==> src/rtl/uart_pkg.sv <==
// rtl/uart_pkg.sv - shared UART state encoding and line-level constants
// Used by the transmitter and the future receiver.
package uart_pkg;

  typedef enum logic [2:0] {
    IDLE   = 3'd0,
    START  = 3'd1,
    DATA   = 3'd2,
    PARITY = 3'd3,
    STOP   = 3'd4
  } uart_state_e;

  localparam logic PAR_EVEN  = 1'b0;
  localparam logic PAR_ODD   = 1'b1;
  localparam logic START_BIT = 1'b0;
  localparam logic STOP_BIT  = 1'b1;

endpackage

==> src/rtl/uart_tx_serializer.sv <==
// rtl/uart_tx_serializer.sv - latched payload shift register and bit counter
// o_bit is the next payload bit to put on the line; o_done marks the last one.
module uart_tx_serializer #(
  parameter int DATA_WIDTH = 8
) (
  input  logic                  i_clk,
  input  logic                  i_rst,
  input  logic                  i_load,
  input  logic                  i_shift,
  input  logic                  i_first,
  input  logic [DATA_WIDTH-1:0] i_data,
  output logic                  o_bit,
  output logic                  o_done
);

  localparam int CNT_W = (DATA_WIDTH > 1) ? $clog2(DATA_WIDTH) : 1;

  logic [DATA_WIDTH-1:0] r_shift;
  logic [CNT_W-1:0]      r_cnt;

  // r_cnt tracks the index of the bit currently on the line while in DATA
  always_ff @(posedge i_clk) begin
    if (i_rst) begin
      r_shift <= '0;
      r_cnt   <= '0;
    end else if (i_load) begin
      r_shift <= i_data;
      r_cnt   <= '0;
    end else if (i_shift) begin
      r_shift <= r_shift >> 1;
      r_cnt   <= i_first ? '0 : r_cnt + CNT_W'(1);
    end
  end

  assign o_bit  = r_shift[0];
  assign o_done = (r_cnt == CNT_W'(DATA_WIDTH - 1));

endmodule

==> src/rtl/uart_tx_frame.sv <==
// rtl/uart_tx_frame.sv - UART frame transmitter: FSM, parity and registered line output
// Parity support is compiled in only when UART_TX_PARITY_EN is defined.
module uart_tx_frame
  import uart_pkg::*;
#(
  parameter int DATA_WIDTH = 8
) (
  input  logic                  CLK,
  input  logic                  rst,
  input  logic [DATA_WIDTH-1:0] P_DATA,
  input  logic                  DATA_VALID,
  input  logic                  PAR_EN,
  input  logic                  PAR_TYP,
  output logic                  TX_OUT,
  output logic                  Busy
);

  uart_state_e r_state;
  uart_state_e w_next_state;
  logic        r_tx;
  logic        r_busy;
  logic        w_next_tx;
  logic        w_load;
  logic        w_shift;
  logic        w_first;
  logic        w_bit;
  logic        w_done;

  uart_tx_serializer #(
    .DATA_WIDTH (DATA_WIDTH)
  ) u_ser (
    .i_clk   (CLK),
    .i_rst   (rst),
    .i_load  (w_load),
    .i_shift (w_shift),
    .i_first (w_first),
    .i_data  (P_DATA),
    .o_bit   (w_bit),
    .o_done  (w_done)
  );

`ifdef UART_TX_PARITY_EN
  logic r_par_en;
  logic r_par_typ;
  logic r_par_acc;

  // Running XOR of each latched bit as it goes out, so parity never sees live P_DATA
  always_ff @(posedge CLK) begin
    if (rst) begin
      r_par_en  <= 1'b0;
      r_par_typ <= PAR_EVEN;
      r_par_acc <= 1'b0;
    end else if (w_load) begin
      r_par_en  <= PAR_EN;
      r_par_typ <= PAR_TYP;
      r_par_acc <= 1'b0;
    end else if (w_shift) begin
      r_par_acc <= r_par_acc ^ w_bit;
    end
  end
`else
  logic w_unused_par;
  assign w_unused_par = PAR_EN ^ PAR_TYP;
`endif

  always_ff @(posedge CLK) begin
    if (rst) begin
      r_state <= IDLE;
      r_tx    <= STOP_BIT;
      r_busy  <= 1'b0;
    end else begin
      r_state <= w_next_state;
      r_tx    <= w_next_tx;
      r_busy  <= (w_next_state != IDLE);
    end
  end

  // Line level is computed for the next state so TX_OUT comes straight from a flop
  always_comb begin
    w_next_state = r_state;
    w_next_tx    = STOP_BIT;
    w_load       = 1'b0;
    w_shift      = 1'b0;
    w_first      = 1'b0;
    case (r_state)
      IDLE: begin
        if (DATA_VALID) begin
          w_next_state = START;
          w_next_tx    = START_BIT;
          w_load       = 1'b1;
        end
      end
      START: begin
        w_next_state = DATA;
        w_next_tx    = w_bit;
        w_shift      = 1'b1;
        w_first      = 1'b1;
      end
      DATA: begin
        if (!w_done) begin
          w_next_tx = w_bit;
          w_shift   = 1'b1;
`ifdef UART_TX_PARITY_EN
        end else if (r_par_en) begin
          w_next_state = PARITY;
          w_next_tx    = r_par_acc ^ (r_par_typ == PAR_ODD);
`endif
        end else begin
          w_next_state = STOP;
        end
      end
`ifdef UART_TX_PARITY_EN
      PARITY: begin
        w_next_state = STOP;
      end
`endif
      STOP: begin
        w_next_state = IDLE;
      end
      default: begin
        w_next_state = IDLE;
      end
    endcase
  end

  assign TX_OUT = r_tx;
  assign Busy   = r_busy;

endmodule

==> config.mk <==
export PLATFORM = sky130hd
export DESIGN_NAME = uart_tx_frame
export DESIGN_NICKNAME = d
export VERILOG_FILES = /design/src/rtl/uart_pkg.sv /design/src/rtl/uart_tx_serializer.sv /design/src/rtl/uart_tx_frame.sv
export SDC_FILE = /design/constraint.sdc
export NUM_CORES = 1
export LEC_CHECK = 0
export ABC_AREA = 1
export BUFFER_PORTS_ARGS = -buffer_cell sky130_fd_sc_hd__buf_2
export CORE_MARGIN = 2
export CORE_UTILIZATION = 30
export CTS_BUF_LIST = sky130_fd_sc_hd__clkbuf_8
export CTS_CLUSTER_SIZE = 28
export DETAILED_ROUTE_END_ITERATION = 10
export PLACE_DENSITY = 0.59
export SLEW_MARGIN = 30
export SYNTH_ARGS = -nofsm -noshare
export SYNTH_HDL_FRONTEND = slang
export SYNTH_SLANG_ARGS = --single-unit
==> constraint.sdc <==
create_clock -name CLK -period 1.5 [get_ports CLK]
set_input_delay 0.075 -clock CLK [delete_from_list [all_inputs] [get_ports CLK]]
set_output_delay 0.075 -clock CLK [all_outputs]
set_load 0.1 [all_outputs]
Yosys cells after proc, flatten, opt, wreduce, memory -nomap -nowiden
Index checks and enable logic that the tools add are counted.

Bits in registers: 16. Input port bits: 13. Output and inout bits: 2. Word-level logic and storage cells: 27.

Add/sub/neg operators: 1. Equality and inequality tests: 3. Mux-type cells: 14. Reductions and logical operators: 4.

Operators with widths (count): 8-bit two-way mux (2); 3-bit two-way mux (3); 3-bit one-hot mux with 3 select lines (1); 1-bit two-way mux (6); 3-bit by 1-bit adder with 3-bit output, second input constant (1); 3-bit by 1-bit equality test with 1-bit output, second input constant (1); 3-bit by 2-bit equality test with 1-bit output, second input constant (1); 3-bit equality test, second input constant (1); 3-bit zero test (1); 1-bit one-hot mux with 3 select lines (1); 3-bit nonzero test (1); 1-bit one-hot mux with 2 select lines (1); 2-bit nonzero test (1); 2-bit OR reduction (1).

Logic depth before layout (Yosys ltp)
Gate-level depths: netlist (run 1).

Word-level depth: 5. Depth in mapped cells: 8. Gate-level depth less buffers: 8.

Modules after synthesis
Synthesis (run 1) repeated with hierarchy kept, for this count alone.

Cell total of the unflattened synthesis: 110. Area total of the unflattened synthesis: 757.0 um^2.

Modules (own cells, without submodules): uart_tx_serializer (times used 1, cells an instance 80, area an instance 541.8 um^2, seq. area each 220.2 um^2); uart_tx_frame (times used 1, cells an instance 30, area an instance 215.2 um^2, seq. area each 100.1 um^2).

Least setup slack after synthesis (run 1)
Ideal clock, no wire load.

Path kind: register to register. Start: reg u_ser.r_cnt[0]. End: reg u_ser.r_shift[0]. Library setup time: 71 ps. Data arrival time: 1268 ps. Data required time: 1429 ps. Path slack: 161 ps. Cell stages (with the launch flop): 8. Buffers on the path: 0. Period minus slack after synthesis: 1339 ps. Cell sequence: dfxtp_1 -> ha_1 -> ha_1 -> inv_1 -> nand3_2 -> nand3_1 -> nand2_1 -> a21oi_1.

Longest elaborated chain between the ends: 4.

Ends and longest elaborated chain: from (decl) (line uart_tx_serializer.sv:19) `logic [CNT_W-1:0] r_cnt;`; from (signal assigned) (line uart_tx_serializer.sv:31) `r_cnt <= i_first ? '0 : r_cnt + CNT_W'(1);`; 3-bit equality test (line uart_tx_serializer.sv:36) `assign o_done = (r_cnt == CNT_W'(DATA_WIDTH - 1));`; 1-bit two-way mux (line uart_tx_frame.sv:100) `if (!w_done) begin`; 1-bit one-hot mux with 2 select lines (line uart_tx_frame.sv:85) `case (r_state)`; 2-bit nonzero test (no line); to (signal assigned) (line uart_tx_serializer.sv:27) `r_shift <= i_data;`; to (signal assigned) (line uart_tx_serializer.sv:30) `r_shift <= r_shift >> 1;`; to (decl) (line uart_tx_serializer.sv:18) `logic [DATA_WIDTH-1:0] r_shift;`.

No other way between the ends. A chain may end at the register's enable or synchronous reset.

Final worst setup path (run 1)
Ends and elaborated chain as after synthesis.

==> metrics.md, run 1 <==
| Metric | Value |
|---|---|
| Status | `finished clean` |
| Crit path kind | `reg2reg` |
| Pins over their slew limit | `0` |
| Core area | `roughly 0.0025 mm2` |
| Library cells used by synthesis | `21` |
| Total nets after synthesis | `~120` |
| Yosys reg bits | `16` |
| Final cell area excluding filler cells | `roughly 970 um2` |
| Avg Cell Area, Syn | `approximately 7.6 um2` |
| Period minus WS final | `around 1.4 ns` |
| Reg area | `between 300 and 400 um2` |
| First-pass GRT wire length | `between 2000 and 3000 um` |
| Number of max-cap violations | `0` |
| Worst slack, placed | `about 0.05 ns` |
| Finish-stage setup viols | `0` |
| Fillers | `253` |
| Maximum VDD drop | `about 540 uV` |
| P per Cell Area | `1099 mW/mm2` |
| Cell count after synthesis | `~110` |
| Layout Area Growth over Synthesis | `21.38%` |
| Die ar. | `0.003080 mm2` |
| Clock tree buffer depth | `2` |
| Largest net degree at the start of global routing | `12` |
| Final core occ | `roughly 39%` |
| Buf/Inv on CP | `2` |
| Leakage | `between 0.4 and 0.5 nW` |
| Post-DP HPWL | `~1200 um` |
| Most frequent cells in the layout | `nand2_1, dfxtp_1, nand4_1, buf_2, a21oi_1` |
| Slowest stage cell on the critical path | `dfxtp_1` |
| Ys Warns | `0` |
| Root Buffer | `clkbuf_8` |
| Delay-heaviest family, CP | `adder cells` |
| Final GP Congestion | `0.7648` |
| TritonCTS clock tree | `done` |
| Reg2Reg Launch Point | `u_ser.r_cnt[0]` |
| H-tree depth | `1` |
| CP cell instances | `ha_1 > ha_1 > inv_1 > nand3_2 > buf_4 > nand4_1 > a21oi_1` |
| Setup crit start | `u_ser.r_cnt[0]` |
| Min-delay worst type | `in2reg` |
| Share of post-route cells with drive strength above 1 | `a little under a quarter` |
| Ports | `15` |
| Slew margin rel. | `67.96%` |
| Synth top area share | `around two fifths` |
| Max stage delay on crit path | `about 0.33 ns` |
| Crit share post-route | `between 90% and 100%` |
| Clock Latency Late Sink | `0.25 ns` |
| Initial Util | `roughly a third` |
| Antenna-violating nets left | `0` |
| Die boundary width | `roughly 56 um` |
| TNS Setup | `0 ns` |
| Vias per cell | `slightly below 5` |
| Multi-input combinational cell area | `421.7 um2` |
| Worst-Margin Slew | `approximately 0.48 ns` |
| Required time of the critical path | `about 1.6 ns` |
| TritonCTS buffer count | `3` |
| # rows | `18` |
| Wire length per cell | `approximately 12 um` |
| Antenna violations before repair | `0` |
| DP Area | `around 910 um2` |
| NumNets Final | `139` |
| Cells taking the most area after synthesis | `dfxtp_1, nand2_1, nand4_1` |
| Commonest non-fill, non-tap cell in the layout | `nand2_1` |
| Worst hold margin | `between 0.02 and 0.03 ns` |
| Clk sink count | `16` |
| Cell Area, Synth | `around 800 um2` |
| WP data arrival | `between 1.5 and 2 ns` |
| Setup Fix Bufs, Post-CTS | `0` |
| Final Skew | `between 0.0004 and 0.0005 ns` |
| Post-synthesis sequential area ratio | `approximately two fifths` |
| Drt pass-1 iters | `5` |
| Leading area contributor after synthesis | `dfxtp_1` |
| Startpoint type of the worst setup path | `flip-flop` |
| Vias in the first global route | `just under 700` |
| Worst-path clk slew | `0.06 ns` |
| Total Routed Length | `between 1500 and 2000 um` |
| Max frequency | `0.7201 GHz` |
| Die Y | `approximately 56 um` |
| Most frequent CP cell | `ha_1` |
| Setup WS post-layout | `about 0.11 ns` |
| Final Hold Viols | `0` |
| I/O Buffers | `12` |
| DRC Markers | `0` |
| Setup crit end kind | `flip-flop` |
| CP Max Fanout | `7` |
| Global-route usage over all layers | `approximately 12%` |
| RSZ-0062 raised after global routing | `no` |
| # diodes | `0` |
| Vias | `750` |
| Hold_sp | `P_DATA[7]` |
| 1st-iter DRT viols | `22` |
| GR Overflow Total | `0` |
-- worst reg2reg max path, delay by kind of cell, from the launching register on --
kind,cells,cell delay (ns)
adder cells (fa/ha/maj),2,0.43
flip-flops,1,0.33
buffers and inverters,2,0.28
AND/OR/NAND/NOR,2,0.18
AO/OA/AOI/OAI,1,0.07
-- synthesized netlist by cell type, drive strengths merged --
cell    instances
nand3           5
nor2            5
o22ai           1
buf             4
ha              3
dfxtp          16
inv             7
nand4          14
a21oi          11
nand2          34
clkbuf          1
nand3b          2
o21ai           1
a211oi          1
-- through the flow --
stage | std cells | total power [mW]
after floorplan | 105 | 0.6306
after global placement | 148 | 0.6823
after detailed placement | 148 | 0.6863
after CTS | 152 | 1.069
after global routing | 152 | 1.125
final | 152 | 1.062
-- power breakdown --
group	switching [mW]	internal (mW)
Clock	0.150	0.233
Sequential	0.0125	0.450
Combinational	0.146	0.0694
Total	0.309	0.753
-- area by class of cell --
cell class              instances  share of cell area [%]
multi-input cells              77                   43.65
flip-flops and latches         16                   33.16
clock buffers                   4                   5.699
repair buffers                 18                   10.88
well taps                      30                   3.886
inverters                       7                   2.720
-- final timing paths --
path / end / slack (ns) / depth (start not counted)
worst min register to register: u_ser.r_shift[7] / 0.47 / 2
worst max-delay path: u_ser.r_shift[0] / 0.11 / 7
worst max register to register: u_ser.r_shift[0] / 0.11 / 7
worst min-delay path: u_ser.r_shift[7] / 0.03 / 3
-- repair_timing --
action,4_1_cts,5_1_grt
endpoints found under the setup margin,0,7
hold endpoints to repair,0,0
resized for setup,0,1
hold buffers,0,0
-- logic make-up (layout without fill, tap and decap cells) --
group,after synthesis,in the layout,share of synthesized area [%]
simple gates,60,60,37.89
flops,16,16,40.25
compound gates,14,14,9.749
buf+inv,12,29,7.390
fa+ha+maj,3,3,4.717
-- registers in the layout, summed over array words and instances (netlist names) --
name,flops
u_ser.r_shift,8
r_state,3
u_ser.r_cnt,3
Busy,1
TX_OUT,1
-- metal layers --
layer  wire (um)  vias to the layer above  global-route usage, %
met2         811                       13                  18.37
met5           0                        -                      0
met1         850                      344                  15.65
met3          97                        0                  5.152
li1            -                      393                      -
met4           0                        0                  3.136
No activity file was read; power rests on OpenSTA's default activity.
==> run 2, diff against run 1 <==
--- a/config.mk
+++ b/config.mk
@@ -12,8 +12,9 @@
 export CTS_BUF_LIST = sky130_fd_sc_hd__clkbuf_8
 export CTS_CLUSTER_SIZE = 28
 export DETAILED_ROUTE_END_ITERATION = 10
-export PLACE_DENSITY = 0.59
+export PLACE_DENSITY = 0.6
 export SLEW_MARGIN = 30
 export SYNTH_ARGS = -nofsm -noshare
 export SYNTH_HDL_FRONTEND = slang
+export SYNTH_HIERARCHICAL = 1
 export SYNTH_SLANG_ARGS = --single-unit
==> run 2 against run 1 <==
  * Synthesized cell count is 4.8% higher
  * Global-route usage grew 0.29 points
  * Power is 1.1% higher
==> metrics.md, run 2 <==
| Metric | Value |
|---|---|
| Worst-path clk slew | `roughly 0.060 ns` |
| 1st-iter DRT viols | `10` |
| Worst slack, placed | `between 0.04 and 0.05 ns` |
| GR Overflow Total | `0` |
| NumNets Final | `between 100 and 150` |
| EDFF count, synth | `0` |
| Ys Warns | `6` |
| Setup crit end kind | `flip-flop` |
| Setup Fix Bufs, Post-CTS | `0` |
| Most used DFF post-synth | `dfxtp_1` |
| Hold_sp | `P_DATA[7]` |
| Die Y | `~54 um` |
| Core area | `approximately 0.0024 mm2` |
| Required time of the critical path | `roughly 1.7 ns` |
| Global-route usage over all layers | `about an eighth` |
| Cell Area, Synth | `approximately 760 um2` |
| Share of post-route cells with drive strength above 1 | `between 20% and 30%` |
| WP data arrival | `1.54 ns` |
| Ports | `15` |
| Final core occ | `a little under two fifths` |
| Vias per cell | `approximately 4.5` |
| CTS Hold Bufs | `0` |
| Antenna-violating nets left | `0` |
| Avg Cell Area, Syn | `6.882 um2` |
| Layout Area Growth over Synthesis | `22.31%` |
| Total nets after synthesis | `approximately 130` |
| H-tree depth | `1` |
| Ys async rst share | `0%` |
| R2R Setup Slk | `between 0.1 and 0.15 ns` |
| First-pass GRT wire length | `about 2500 um` |
| TritonCTS clock tree | `done` |
| Initial Util | `a little under a third` |
| Pins over their slew limit | `0` |
| Most frequent CP cell | `nand2_1` |
| Clock Latency Late Sink | `0.25 ns` |
| Max stage delay on crit path | `between 0.3 and 0.4 ns` |
| Yosys reg bits | `16` |
| Die ar. | `~0.0029 mm2` |
| Crit path kind | `reg2reg` |
| Crit share post-route | `around 92%` |
| Final Hold Viols | `0` |
| Root Buffer | `clkbuf_8` |
| Reg area | `321.6 um2` |
| Antenna violations before repair | `0` |
| Total Routed Length | `around 1500 um` |
| Fillers | `around 280` |
| Largest register FFs | `8` |
| Combinational share of power | `around 20%` |
| Clk network pwr share | `35.9%` |
| Reg power frac | `between 40% and 50%` |
| Setup WS post-layout | `0.1183 ns` |
| Synth top cells by count | `nand2_1, dfxtp_1, inv_1` |
| Cell count after synthesis | `110` |
| Die boundary width | `about 54 um` |
| Wire length per cell | `9.452 um` |
| CP cell instances | `ha_1 > ha_2 > o21ai_4 > buf_6 > nor2_4 > nand2_1 > nand3_1 > nand2_1 > inv_1` |
| Clock tree buffer depth | `2` |
| DRC Markers | `0` |
| P per Cell Area | `around 1200 mW/mm2` |
| Commonest non-fill, non-tap cell in the layout | `nand2_1` |
| Worst-Margin Slew | `between 0.4 and 0.5 ns` |
| Post-DP HPWL | `roughly 1100 um` |
| TritonCTS buffer count | `3` |
| Maximum VDD drop | `a little under 600 uV` |
| Max frequency | `a little over 0.7 GHz` |
| CP Max Fanout | `8` |
| # rows | `18` |
| Status | `finished clean` |
| Clk sink count | `16` |
| Slew margin rel. | `between 60% and 70%` |
| Reg2Reg Launch Point | `u_ser/r_cnt[0]` |
| TNS Setup | `0 ns` |
| Critical R2R Capture | `u_ser/r_shift[0]` |
| Final GP Congestion | `roughly 0.77` |
| Min-delay worst type | `in2reg` |
| Multi-input combinational cell area | `357.8 um2` |
| Final Skew | `~0.0037 ns` |
| Drt pass-1 iters | `4` |
| Leading area contributor after synthesis | `dfxtp_1` |
| Cells taking the most area after synthesis | `dfxtp_1, nand2_1, inv_1` |
| # diodes | `0` |
| Hold EP | `u_ser/r_shift[7]` |
| I/O Buffers | `12` |
| Pint | `around 760 uW` |
| Vias | `approximately 700` |
| R2r worst-path depth | `9` |
| Total power draw | `1.073 mW` |
| Leakage | `about 0.47 nW` |
| Worst hold margin | `roughly 0.076 ns` |
| Period minus WS final | `roughly 1.4 ns` |
| Sw Share | `between 20 and 30%` |
| Number of max-cap violations | `0` |
| Library cells used by synthesis | `17` |
| Synth top area share | `42.31%` |
| Largest net degree at the start of global routing | `11` |
| Post-synthesis sequential area ratio | `between 40% and 50%` |
| Net Sw Power | `between 300 and 400 uW` |
| Hold path cells | `3` |
| Startpoint type of the worst setup path | `flip-flop` |
| Vias in the first global route | `around 630` |
| Finish-stage setup viols | `0` |
| Count leader, synth | `nand2_1` |
| Top reg by flops | `u_ser/r_shift` |
| Slowest stage cell on the critical path | `dfxtp_2` |
| Largest registers | `u_ser/r_shift (8), r_state (3), u_ser/r_cnt (3)` |
| Most frequent cells in the layout | `nand2_1, dfxtp_1, inv_1, buf_2, nand3_1` |
## run 2: cell types whose count changed after synthesis, moves of 2 or more
cell / delta
nand4_1: -13
inv_1: +8
nand2_1: +8
nand3_1: +8
buf_2: -2
inv_2: +2
nand3b_1: -2
## run 2: per-layer routing
metal	GRT usage [%]	vias up	share of wire (%)
li1	-	373	-
met1	13.80	308	43
met2	19.68	15	48
met3	4.918	5	5.9
met4	7.500	0	2.7
met5	0	-	0
## run 2: worst max path at each step
stage | endpoint | depth (start not counted) | start
after global routing | u_ser/r_shift[4] | 9 | u_ser/r_cnt[0]
after CTS | u_ser/r_shift[0] | 9 | u_ser/r_cnt[0]
after global placement | u_ser/r_shift[5] | 9 | u_ser/r_cnt[0]
after detailed placement | u_ser/r_shift[0] | 9 | u_ser/r_cnt[0]
final | u_ser/r_shift[0] | 9 | u_ser/r_cnt[0]
after floorplan | u_ser/r_shift[1] | 8 | u_ser/r_cnt[0]
## run 2: final cells by class
type	count	area share, %
multi-input cells	75	38.65
flip-flops and latches	16	34.73
repair buffers	15	9.730
inverters	17	6.892
clock buffers	4	5.946
well taps	30	4.054
## run 2: critical path, delay by kind of cell, from the launching register on
kind,cells,cell delay (ns)
adder cells (fa/ha/maj),2,0.40
AND/OR/NAND/NOR,4,0.23
flip-flops,1,0.33
buffers and inverters,2,0.18
AO/OA/AOI/OAI,1,0.16
## run 2: stage by stage
step	instance area (um2)	std cells
global route	925.9	157
finish	925.9	157
global placement	852.1	153
detailed placement	852.1	153
CTS	907.1	157
floorplan	757.0	110
## run 2: cell families (layout without fill, tap and decap cells)
logic type               count (synthesis)  after routing  share of synthesized area [%]
AND/OR/NAND/NOR                         62             62                          34.88
adder cells (fa/ha/maj)                  2              2                          3.305
buffers and inverters                   19             36                          11.73
flip-flops                              16             16                          42.31
AO/OA/AOI/OAI                           11             11                          7.768
## run 2: what timing repair did
action                                  in CTS  in global routing
gates resized for setup                      0                  6
endpoints found under the setup margin       0                  8
endpoints found under the hold margin        0                  0
## run 2: power by group through the flow
stage          combinational (mW)  sequential [mW]  clock, mW
2_1_floorplan               0.121            0.521          0
3_3_place_gp                0.204            0.481          0
3_5_place_dp                0.207            0.482          0
4_1_cts                     0.208            0.473      0.396
5_1_grt                     0.242            0.477      0.419
6_report                    0.215            0.473      0.385
